### src/rtl/cache_pkg.sv
// Shared types for the cache maintenance sequencer: command codes, FSM state
// encodings, the tag entry layout and geometry helpers.
package cache_pkg;

  localparam logic [2:0] CMD_NOP   = 3'd0;
  localparam logic [2:0] CMD_INIT  = 3'd1;
  localparam logic [2:0] CMD_CLEAR = 3'd2;
  localparam logic [2:0] CMD_WB    = 3'd3;

  typedef enum logic [2:0] {
    IDLE,
    INV,
    RD_TAG,
    CHK,
    WB,
    UPD,
    NEXT,
    DONE
  } maint_state_e;

  typedef enum logic [1:0] {
    LW_IDLE,
    LW_RD_DATA,
    LW_WR_BUS
  } line_wb_state_e;

  typedef struct packed {
    maint_state_e   seq;
    line_wb_state_e line;
  } maint_dbg_t;

  // Tag entry layout at the default geometry (64 sets, 8-word lines).
  localparam int DEF_TAG_WIDTH = 21;

  typedef struct packed {
    logic                     valid;
    logic                     dirty;
    logic [DEF_TAG_WIDTH-1:0] tag;
  } tag_entry_t;

  function automatic int index_w(input int line_num);
    return $clog2(line_num);
  endfunction

  function automatic int offset_w(input int line_words);
    return $clog2(line_words) + 2;
  endfunction

  function automatic int way_w(input int way_num);
    return (way_num > 1) ? $clog2(way_num) : 1;
  endfunction

endpackage

### src/rtl/cache_line_wb.sv
// Writes one cache line back over the Avalon master: per word, one data RAM
// read cycle followed by a bus write held until the slave accepts it.
module cache_line_wb
  import cache_pkg::*;
#(
  parameter int INDEX_W   = 6,
  parameter int WAY_W     = 1,
  parameter int WORD_W    = 3,
  parameter int TAG_WIDTH = 21
) (
  input  logic                      clk,
  input  logic                      rest,
  input  logic                      start,
  input  logic [INDEX_W-1:0]        set,
  input  logic [WAY_W-1:0]          way,
  input  logic [TAG_WIDTH-1:0]      tag,
  output logic                      done,
  output logic [INDEX_W+WORD_W-1:0] data_addr,
  output logic [WAY_W-1:0]          data_way,
  output logic                      data_rd,
  input  logic [31:0]               data_rdata,
  output logic [31:0]               m0_address,
  output logic                      m0_write,
  output logic [31:0]               m0_writeData,
  output logic [3:0]                m0_byteEnable,
  input  logic                      m0_waitRequest,
  output line_wb_state_e            dbg_state
);

  line_wb_state_e         state_q, state_d;
  logic [INDEX_W-1:0]     set_q;
  logic [WAY_W-1:0]       way_q;
  logic [TAG_WIDTH-1:0]   tag_q;
  logic [WORD_W-1:0]      word_q;
  logic                   first_q;
  logic [31:0]            wdata_q;
  logic                   last_word;
  logic                   accepted;

  assign last_word = &word_q;
  assign accepted  = (state_q == LW_WR_BUS) && !m0_waitRequest;
  assign done      = accepted && last_word;

  always_comb begin
    state_d = state_q;
    case (state_q)
      LW_IDLE:    if (start) state_d = LW_RD_DATA;
      LW_RD_DATA: state_d = LW_WR_BUS;
      LW_WR_BUS:  if (accepted) state_d = last_word ? LW_IDLE : LW_RD_DATA;
      default:    state_d = LW_IDLE;
    endcase
  end

  always_ff @(posedge clk) begin
    if (rest) begin
      state_q <= LW_IDLE;
      set_q   <= '0;
      way_q   <= '0;
      tag_q   <= '0;
      word_q  <= '0;
      first_q <= 1'b0;
      wdata_q <= '0;
    end else begin
      state_q <= state_d;
      first_q <= (state_q == LW_RD_DATA);
      if (state_q == LW_IDLE && start) begin
        set_q  <= set;
        way_q  <= way;
        tag_q  <= tag;
        word_q <= '0;
      end else if (accepted && !last_word) begin
        word_q <= word_q + 1'b1;
      end
      // RAM output is only guaranteed for one cycle; keep it for a stalled write.
      if (state_q == LW_WR_BUS && first_q) wdata_q <= data_rdata;
    end
  end

  assign data_rd       = (state_q == LW_RD_DATA);
  assign data_addr     = {set_q, word_q};
  assign data_way      = way_q;
  assign m0_write      = (state_q == LW_WR_BUS);
  assign m0_address    = {tag_q, set_q, word_q, 2'b00};
  assign m0_writeData  = (m0_write && first_q) ? data_rdata : wdata_q;
  assign m0_byteEnable = 4'hF;
  assign dbg_state     = state_q;

endmodule

### src/rtl/cache_maint_seq.sv
// Cache maintenance sequencer: walks every set/way of the tag RAM for
// init/clear/wb. Optional CACHE_MAINT_PERF_EN adds the wb_count output.
module cache_maint_seq
  import cache_pkg::*;
#(
  parameter int  LINE_NUM   = 64,
  parameter int  WAY_NUM    = 2,
  parameter int  LINE_WORDS = 8,
  localparam int INDEX_W    = index_w(LINE_NUM),
  localparam int WAY_W      = way_w(WAY_NUM),
  localparam int WORD_W     = $clog2(LINE_WORDS),
  localparam int OFFSET_W   = offset_w(LINE_WORDS),
  localparam int TAG_WIDTH  = 32 - INDEX_W - OFFSET_W
) (
  input  logic                      clk,
  input  logic                      rest,
  input  logic [2:0]                cmd,
  output logic                      cmd_ready,
  output logic                      busy,
  output logic [INDEX_W-1:0]        tag_addr,
  output logic [WAY_W-1:0]          tag_way,
  output logic                      tag_rd,
  input  logic [TAG_WIDTH+1:0]      tag_rdata,
  output logic                      tag_wr,
  output logic [TAG_WIDTH+1:0]      tag_wdata,
  output logic [INDEX_W+WORD_W-1:0] data_addr,
  output logic [WAY_W-1:0]          data_way,
  output logic                      data_rd,
  input  logic [31:0]               data_rdata,
  output logic [31:0]               m0_address,
  output logic                      m0_write,
  output logic [31:0]               m0_writeData,
  output logic [3:0]                m0_byteEnable,
  input  logic                      m0_waitRequest,
  output maint_dbg_t                dbg_state
`ifdef CACHE_MAINT_PERF_EN
  ,
  output logic [15:0]               wb_count
`endif
);

  // Handshakes: cmd is held by upstream until the one-cycle cmd_ready pulse and
  // is only sampled in IDLE; an Avalon write transfers on a cycle with
  // m0_write=1 and m0_waitRequest=0, and every m0_* output is held until then.

  typedef struct packed {
    logic                 valid;
    logic                 dirty;
    logic [TAG_WIDTH-1:0] tag;
  } entry_t;

  maint_state_e         state_q, state_d;
  logic [2:0]           code_q;
  logic [INDEX_W-1:0]   set_q;
  logic [WAY_W-1:0]     way_q;
  logic [TAG_WIDTH-1:0] tag_q;
  entry_t               rd_entry;
  logic                 accept;
  logic                 last_line;
  logic                 start_wb;
  logic                 wb_done;
  line_wb_state_e       line_state;

  assign rd_entry  = entry_t'(tag_rdata);
  assign accept    = (state_q == IDLE) && (cmd != CMD_NOP);
  assign last_line = (set_q == INDEX_W'(LINE_NUM - 1)) && (way_q == WAY_W'(WAY_NUM - 1));

  always_comb begin
    state_d  = state_q;
    start_wb = 1'b0;
    case (state_q)
      IDLE: begin
        if (accept) begin
          case (cmd)
            CMD_INIT:          state_d = INV;
            CMD_CLEAR, CMD_WB: state_d = RD_TAG;
            default:           state_d = DONE;
          endcase
        end
      end
      INV:    if (last_line) state_d = DONE;
      RD_TAG: state_d = CHK;
      CHK: begin
        if (rd_entry.valid && rd_entry.dirty) begin
          start_wb = 1'b1;
          state_d  = WB;
        end else if (code_q == CMD_CLEAR && rd_entry.valid) begin
          state_d = UPD;
        end else begin
          state_d = NEXT;
        end
      end
      WB:      if (wb_done) state_d = UPD;
      UPD:     state_d = NEXT;
      NEXT:    state_d = last_line ? DONE : RD_TAG;
      DONE:    state_d = IDLE;
      default: state_d = IDLE;
    endcase
  end

  always_ff @(posedge clk) begin
    if (rest) begin
      state_q <= IDLE;
      code_q  <= CMD_NOP;
      set_q   <= '0;
      way_q   <= '0;
      tag_q   <= '0;
    end else begin
      state_q <= state_d;
      if (accept) begin
        code_q <= cmd;
        set_q  <= '0;
        way_q  <= '0;
      end else if ((state_q == INV || state_q == NEXT) && !last_line) begin
        // Way is the inner loop; the set only moves once all ways are done.
        if (way_q == WAY_W'(WAY_NUM - 1)) begin
          way_q <= '0;
          set_q <= set_q + 1'b1;
        end else begin
          way_q <= way_q + 1'b1;
        end
      end
      if (state_q == CHK) tag_q <= rd_entry.tag;
    end
  end

  assign cmd_ready = (state_q == DONE);
  assign busy      = (state_q != IDLE) && (state_q != DONE);
  assign tag_addr  = set_q;
  assign tag_way   = way_q;
  assign tag_rd    = (state_q == RD_TAG);
  assign tag_wr    = (state_q == INV) || (state_q == UPD);
  // Write-back keeps the line valid and clean; clear and init invalidate.
  assign tag_wdata = (state_q == UPD && code_q == CMD_WB) ? {1'b1, 1'b0, tag_q} : '0;
  assign dbg_state = {state_q, line_state};

  cache_line_wb #(
    .INDEX_W  (INDEX_W),
    .WAY_W    (WAY_W),
    .WORD_W   (WORD_W),
    .TAG_WIDTH(TAG_WIDTH)
  ) u_line_wb (
    .clk           (clk),
    .rest          (rest),
    .start         (start_wb),
    .set           (set_q),
    .way           (way_q),
    .tag           (rd_entry.tag),
    .done          (wb_done),
    .data_addr     (data_addr),
    .data_way      (data_way),
    .data_rd       (data_rd),
    .data_rdata    (data_rdata),
    .m0_address    (m0_address),
    .m0_write      (m0_write),
    .m0_writeData  (m0_writeData),
    .m0_byteEnable (m0_byteEnable),
    .m0_waitRequest(m0_waitRequest),
    .dbg_state     (line_state)
  );

`ifdef CACHE_MAINT_PERF_EN
  logic [15:0] wb_count_q;

  always_ff @(posedge clk) begin
    if (rest) begin
      wb_count_q <= '0;
    end else if (accept) begin
      wb_count_q <= '0;
    end else if (wb_done && wb_count_q != 16'hFFFF) begin
      wb_count_q <= wb_count_q + 16'd1;
    end
  end

  assign wb_count = wb_count_q;
`endif

endmodule

### config.mk
export PLATFORM = sky130hd
export DESIGN_NAME = cache_maint_seq
export DESIGN_NICKNAME = d
export VERILOG_FILES = /design/src/rtl/cache_pkg.sv /design/src/rtl/cache_line_wb.sv /design/src/rtl/cache_maint_seq.sv
export SDC_FILE = /design/constraint.sdc
export NUM_CORES = 1
export LEC_CHECK = 0
export CORE_ASPECT_RATIO = 1.75
export CORE_UTILIZATION = 31
export CTS_BUF_LIST = sky130_fd_sc_hd__clkbuf_8
export DETAILED_ROUTE_END_ITERATION = 7
export GPL_TIMING_DRIVEN = 1
export PLACE_DENSITY = 0.67
export SLEW_MARGIN = 20
export SYNTH_ARGS = -nofsm -noshare
export SYNTH_HDL_FRONTEND = slang
export SYNTH_SLANG_ARGS = --single-unit
### constraint.sdc
create_clock -name clk -period 1.7 [get_ports clk]
set_clock_uncertainty 0.2 [all_clocks]
set_input_delay 0.17 -clock clk [delete_from_list [all_inputs] [get_ports clk]]
set_output_delay 0.17 -clock clk [all_outputs]
set_load 0.1 [all_outputs]
==> impl_metrics.toml, run 1 <==
[outcome]
violations = "negative setup slack"
outcome = "finished with violations"

[layout]
antennaDiodeCount = 0
fin_util_pct = 67.0
nets = 772
drive_gt1_share_pct = 51.5
fillers = 954
finalNonFillerCells = 887
multi_input_area_um2 = 2590
regArea_um2 = 2060
syn_to_final_growth_pct = 112

[critical_path]
r2r_end = "u_line_wb.tag_q[0]"
cp-start-kind = "flip-flop"
crit_type = "flip-flop to output pin"
reg2reg_slack_ns = -0.33
critPathMaxFanout = 9
r2r_start = "state_q[0]"
ff2ff_path_depth = 8
required_ns = 1.33
crit_path_end_kind = "output pin"
cp.arrival_ns = 1.78

[placed_design]
place.gp.congestion = 0.836
dpl.hpwl_um = 10200
place_ws_ns = -0.270
numPortBuffers = 172
place_inst = 841

[drt]
ant_nets = 0
wl_per_cell_um = 17.3
vias = 4293
vias_per_cell = 4.84
drtIter0Drc = 204
drcViolationCount = 0
wirelength_um = 15300
drtPass1Iterations = 7

[floorplan]
start_util_pct = 31.6
design.core.area_um2 = 13300
fp.dieH_um = 156
num_io_pins = 180
die_area_um2 = 14100
rows = 56
fp.dieW_um = 90.1

[cts]
cts_tree = "built"
postCtsHoldBufs = 0
cts_root_buffer = "clkbuf_8"
cts_buffer_depth = 2
path_clk_slew_ns = 0.10
htreeDepth = 3
numCtsBuffers = 9
clk_latency_ns = 0.36
clkSinkCount = 100

[timing]
max_slew.worst_pin.slew_ns = 0.773
max_freq_mhz = 465
finalCritPeriodShare_pct = 126
fin_crit_ns = 2.15
slew_headroom_pct = 48.1
setup_violations = 97
timing.final.ws_setup_ns = -0.450
hold_viol_final = 0
rsz0062_at_grt = "true"
drv_slew = 0
finalSetupTns_ns = -32.74

[synth]
ys_seq_area_share_pct = 47.6
synthArstFlopShare_pct = 0
synth_edf_count = 0
yosysTopAreaCellShare_pct = 47.6
syn_inst = 484
yosysTopAreaCell = "dfxtp_1"
synth_common_cells = "nand2_1 (108), dfxtp_1 (100), a21oi_1 (58), nor2b_1 (39), mux2_1 (28)"
synth_area_um2 = 4210
synth-seq-cells = 100
yosys_warnings = 0
yosys.cell_count.top_type = "nand2_1"
synth_flop_cell = "dfxtp_1"
avgSynthCellArea_um2 = 8.70
yosysUniqueCellTypes = 45
synth_area_leaders = "dfxtp_1 (48%), nand2_1 (9.6%), mux2_1 (7.5%)"

[grt]
grt_usage_pct = 19.5
grt_pass1_vias = 4458
grt-ovfl-total = 0
grt_antenna_before_repair = 0
grt_max_degree = 43
grt_pass1_wl_um = 21700

[hold_path]
min_path_type = "primary input to flip-flop"
hold_start = "rest"
holdPathStages = 2
holdPathEnd = "u_line_wb.wdata_q[11]"

[power_and_ir_drop]
powerDensity_nw_per_um2 = 841
irDropWorstVdd_mv = 0.856
power.leakage_nw = 3.53

[run]
maxCapViolCount = 0
cell type report:
type	count	area share [%]
multi-input cells	340	29.0
repair buffers	254	43.0
flip-flops and latches	100	23.2
clock inverters	6	0.758
well taps	174	2.44
clock buffers	10	1.54
inverters	3	0.126
layout by cell type, fill, tap and decap left out, drive strengths merged, types with 2 or more instances in the layout:
cell and count:
or4 2, buf 190, clkdlybuf4s50 59, o21bai 2
ha 3, nor3 11, a22oi 2, a211oi 3
mux2i 2, a21o 2, conb 7, a21oi 58
inv 7, and2 22, and3 2, or3 3
o21ai 8, mux2 32, nor2 12, a2111oi 3
nor2b 39, nand3b 2, nand2 108, dfxtp 100
nor4bb 2, clkbuf 15
registers in the layout, indices dropped and copies added (netlist names), 3 cells and up:
register,flops
code_q,3
state_q,3
tag_addr,6
tag_q,21
u_line_wb.set_q,6
u_line_wb.tag_q,21
u_line_wb.wdata_q,32
u_line_wb.word_q,3
through the flow:
step	hold slack, ns	power, W	instance area (µm²)
final	0.0607	0.00750	8920
after global routing	0.0640	0.00780	8920
after CTS	0.0145	0.00719	8350
after detailed placement	0.253	0.00539	7880
after global placement	0.241	0.00532	7880
after floorplan	0.106	0.00432	4680
cells by family (layout without fill, tap and decap cells):
| group | count (synthesis) | in the layout | synth area share [%] |
|---|---|---|---|
| xor gates and xnor gates | 1 | 1 | 0.208 |
| buffers and inverters | 49 | 273 | 6.27 |
| muxes | 34 | 34 | 9.04 |
| and+or+nand+nor | 211 | 211 | 24.4 |
| adders and majority gates | 3 | 3 | 0.892 |
| DFF | 100 | 100 | 47.6 |
| other | 2 | 7 | 0.178 |
| AOI/OAI and AO/OA | 84 | 84 | 11.4 |
worst max path at each step:
stage	startpoint	end	slack (ns)	cells after the start
3_3_place_gp	tag_rdata[21]	u_line_wb.set_q[4]	-0.24	6
5_1_grt	state_q[0]	tag_wdata[20]	-0.52	6
2_1_floorplan	state_q[1]	tag_wdata[12]	-0.91	5
6_report	u_line_wb.dbg_state[0]	m0_writeData[12]	-0.45	5
4_1_cts	state_q[0]	tag_wdata[1]	-0.50	5
3_5_place_dp	tag_rdata[21]	u_line_wb.tag_q[19]	-0.27	6
power by group:
part           leakage, nW  total [W]  switching (W)  internal, W
logic                 2.60    0.00323        0.00186      0.00137
clock network        0.108    0.00161       0.000873     0.000737
registers            0.822    0.00266       0.000146      0.00251
total                 3.53    0.00750        0.00288      0.00462
routing by layer:
metal / up-vias / routed length [µm] / global-route usage, %
met5: - / 0 / 0
met4: 0 / 438 / 8.76
met3: 32 / 919 / 5.31
met2: 193 / 9050 / 39.4
met1: 2030 / 4930 / 17.7
li1: 2038 / - / -
what timing repair did:
action	in CTS	in global routing
resized for setup	25	92
endpoints found under the setup margin	91	114
setup buffers	5	18
pin swaps	5	34
cloned	4	7
worst max-delay path: stages (launching register included):
cell	delay, ns
dfxtp_4	0.35
and2b_4	0.28
nand2_8	0.10
buf_12	0.17
mux2_4	0.32
buf_12	0.17
No activity file was read; power rests on OpenSTA's default activity.
==> run 2: changes to the inputs <==
- HOLD_SLACK_MARGIN: unset -> 0.06
- RECOVER_POWER: unset -> 25
==> impl_metrics.toml, run 2 (synthesis results as in run 1) <==
[hold_path]
min_path_type = "primary input to flip-flop"

[timing]
setup_violations = 97
hold_viol_final = 0
finalCritPeriodShare_pct = 126
rsz0062_at_grt = "true"
slew_headroom_pct = 49.3
max_slew.worst_pin.slew_ns = 0.754
timing.final.ws_setup_ns = -0.449
fin_hold_ws_ns = 0.195
finalSetupTns_ns = -32.74
fin_crit_ns = 2.15
drv_slew = 0
max_freq_mhz = 465

[cts]
path_clk_slew_ns = 0.10
clkSinkCount = 100
cts_root_buffer = "clkbuf_8"
cts_buffer_depth = 2
numCtsBuffers = 9
clk_latency_ns = 0.36
cts_tree = "built"
htreeDepth = 3

[floorplan]
fp.dieW_um = 90.1
rows = 56
fp.dieH_um = 156
start_util_pct = 31.6
design.core.area_um2 = 13300
die_area_um2 = 14100
num_io_pins = 180

[critical_path]
critPathMaxFanout = 9
required_ns = 1.33
cp-start-kind = "flip-flop"
crit_path_end_kind = "output pin"
cp.arrival_ns = 1.78
crit_type = "flip-flop to output pin"

[layout]
nets = 773
most-common-layout-cells = "buf_12 (101), dfxtp_1 (83), nand2_1 (77)"
final_area_um2 = 8650
syn_to_final_growth_pct = 105
largest_register_ffs = 32
regMostFlops = "u_line_wb.wdata_q"
top_regs = "u_line_wb.wdata_q: 32 flops, tag_q: 21 flops, u_line_wb.tag_q: 21 flops"
drive_gt1_share_pct = 50.7
layout_commonest_cell = "buf_12"
antennaDiodeCount = 0

[power_and_ir_drop]
power.leakage_nw = 3.48
powerDensity_nw_per_um2 = 862
irDropWorstVdd_mv = 0.856

[placed_design]
place.gp.congestion = 0.836
dpl.hpwl_um = 10200
dpl-instance-area_um2 = 7880
numPortBuffers = 172

[drt]
drcViolationCount = 0
vias_per_cell = 4.84
drtPass1Iterations = 7
drtIter0Drc = 204
wirelength_um = 15400
wl_per_cell_um = 17.4
vias = 4302
ant_nets = 0

[grt]
grt_max_degree = 43
grt_antenna_before_repair = 0
grt_usage_pct = 19.5
grt_pass1_vias = 4458
grt-ovfl-total = 0
grt_pass1_wl_um = 21700

[outcome]
outcome = "finished with violations"
violations = "negative setup slack"

[run]
maxCapViolCount = 0
[run 2: cell types whose count changed in the layout (fill, tap and decap cells not counted), moves of 3 or more]
cell      delta
dfxtp_2      -5
buf_12      -19
clkbuf_4     +5
buf_2       +11
clkbuf_2     +3
dfxtp_1      +5
[run 2: per-stage QoR]
stage	instances	setup WS, ns	total power (W)	utilization, %
CTS	867	-0.498	0.00719	62.8
floorplan	489	-0.913	0.00432	-
finish	888	-0.449	0.00745	65.0
global placement	841	-0.237	0.00532	59.2
detailed placement	841	-0.270	0.00539	59.2
global route	888	-0.523	0.00776	65.0
[run 2: area by class of cell]
cell class              count  area [µm²]
fillers                   994        4670
repair buffers            255        3570
multi-input cells         340        2590
flip-flops and latches    100        2060
well taps                 174         218
clock buffers              10         138
clock inverters             6        67.6
inverters                   3        11.3
[run 2: report_power, final]
part / switching (W) / leakage (nW) / internal, W / total [W]
Clock: 0.000870 / 0.108 / 0.000737 / 0.00161
Combinational: 0.00186 / 2.55 / 0.00134 / 0.00320
Sequential: 0.000139 / 0.820 / 0.00251 / 0.00265
Total: 0.00287 / 3.48 / 0.00458 / 0.00745
[run 2: final timing paths]
check	startpoint	endpoint	slack, ns	cells past startpoint
hold / removal	tag_rdata[13]	u_line_wb.tag_q[13]	0.19	3
setup reg to reg	state_q[0]	u_line_wb.tag_q[15]	-0.34	8
setup / recovery	u_line_wb.dbg_state[0]	m0_writeData[12]	-0.45	5
hold reg to reg	u_line_wb.tag_q[10]	u_line_wb.tag_q[10]	0.26	2
[run 2: routing by layer]
layer / wire, µm / share of wire, % / vias to the layer above / global-route usage (%)
met5: 0 / 0 / - / 0
met4: 510 / 3.3 / 0 / 8.76
met3: 926 / 6.0 / 43 / 5.31
met2: 8930 / 58 / 201 / 39.4
met1: 5050 / 33 / 2022 / 17.7
li1: - / - / 2036 / -
[run 2: timing repair]
item,in CTS,in global routing
endpoints found under the hold margin,14,0
setup buffers,5,18
hold buffers,1,0
cloned,4,7
resized for setup,25,92
setup endpoints to repair,91,114
pin swaps,5,34
[run 2: worst max-delay path, stage by stage (launching register included)]
cell     delay (ns)
dfxtp_4        0.35
and2b_4        0.28
nand2_8        0.10
buf_12         0.17
mux2_4         0.32
buf_12         0.17
==> patch, RTL diff (settings of run 2) <==
Put a register stage on the output `dbg_state`. The value now appears one clock later. The other outputs are not delayed to match.
--- a/src/rtl/cache_maint_seq.sv
+++ b/src/rtl/cache_maint_seq.sv
@@ -49,4 +49,6 @@
     logic [TAG_WIDTH-1:0] tag;
   } entry_t;
+
+  maint_dbg_t dbg_state_d;
 
   maint_state_e         state_q, state_d;
@@ -133,5 +135,5 @@
   // Write-back keeps the line valid and clean; clear and init invalidate.
   assign tag_wdata = (state_q == UPD && code_q == CMD_WB) ? {1'b1, 1'b0, tag_q} : '0;
-  assign dbg_state = {state_q, line_state};
+  assign dbg_state_d = {state_q, line_state};
 
   cache_line_wb #(
@@ -176,4 +178,8 @@
 `endif
 
+  always_ff @(posedge clk) begin
+    dbg_state <= dbg_state_d;
+  end
+
 endmodule
 
Check against the original RTL: not equivalent (a bounded check fails within 4 cycles, from zero or initial values).
==> patch against run 2 <==
- sequential cell count increased by 5
- area after synthesis increased by 3.5%
- critical endpoint is now m0_writeData[1]
- clock power increased by 12%
- die area increased by 3.4%
- final area decreased by 1.5%
- worst setup slack improved by 0.069 ns
- total power decreased by 12%
- routed wire length decreased by 8.3%
- count of clock-buffer cells in the layout decreased by 1
- largest cell class unchanged
- largest power group is now registers
- the run still ends with negative setup slack left
- global-route usage decreased by 1.2 points
- synthesized cell count increased by 1.2%
==> patch: results (changes against run 2) <==
outcome=complete, but fails checks (unchanged); violated checks=negative setup slack (unchanged); Hold Path End=tag_q[11]$_SDFFE_PP0P_ (was u_line_wb.tag_q[13]$_SDFFE_PP0P_); final setup fails=118 (was 97); metal3 WL=812 um (was 926 um); Placed Cells=842 (was 841); syn avg cell area=8.889 sq um (was 8.696 sq um); Layout area overhead=95.60% (was 105.4%); R2R Path End=u_line_wb.tag_q[0]$_SDFFE_PP0P_ (was u_line_wb.tag_q[15]$_SDFFE_PP0P_); Max VDD drop=0.0005448 V (was 0.0008560 V); Seq/Total Area, Yosys=48.26% (was 47.56%); pre-CTS setup slack=-0.3089 ns (was -0.2702 ns); met2 Use GR=35.06% (was 39.44%); Fin Hold WS=0.1768 ns (was 0.1948 ns); Worst Slack Setup Final=-0.3799 ns (was -0.4493 ns); Register-to-Register Path Depth=6 (was 8); CP arrival=1.71 ns (was 1.78 ns); global-route wire length before repair=21.22 mm (was 21.72 mm); DR WL/cell=15.89 um (was 17.36 um); vias in the first global route=4299 (was 4458); via count=4230 (was 4302); post-synthesis register bit count=105 (was 100); met2 routed WL=7.989 mm (was 8.933 mm); clk_lat worst skew=0.38 ns (was 0.36 ns); GRT Util Overall=18.34% (was 19.53%); met1 usage=18.60% (was 17.67%); FF-to-FF Start=state_q[2]$_SDFFE_PP0P_ (was state_q[0]$_SDFFE_PP0P_); Signal inverters=7 (was 3); Hold Crit Start=tag_rdata[11] (was tag_rdata[13]); bufs w/o clock=246 (was 255); Worst setup endpoint=m0_writeData[1] (was m0_writeData[12])
-- patch: power by group --
| group | internal [uW] | leakage, uW | total, uW | switching, uW |
|---|---|---|---|---|
| Sequential | 2570 | 0.000862 | 2650 | 83.6 |
| Clock | 864 | 0.000118 | 1810 | 945 |
| Combinational | 906 | 0.00252 | 2110 | 1210 |
-- patch: logic make-up (layout without fill, tap and decap cells) --
| family | after synthesis | count (layout) | synth area share, % |
|---|---|---|---|
| buffers and inverters | 51 | 269 | 6.521 |
| other | 2 | 7 | 0.1724 |
| adders and majority gates | 3 | 3 | 0.8619 |
| AOI/OAI and AO/OA | 86 | 86 | 11.38 |
| and+or+nand+nor | 207 | 207 | 23.64 |
| muxes | 35 | 35 | 8.963 |
| xor gates and xnor gates | 1 | 1 | 0.2011 |
| DFF | 105 | 105 | 48.26 |
-- patch: critical path, delay by kind of cell (launching register included) --
family	cells	cell delay, ns
multiplexers	1	0.33
flip-flops	1	0.33
buffers and inverters	2	0.34
AND/OR/NAND/NOR	2	0.33
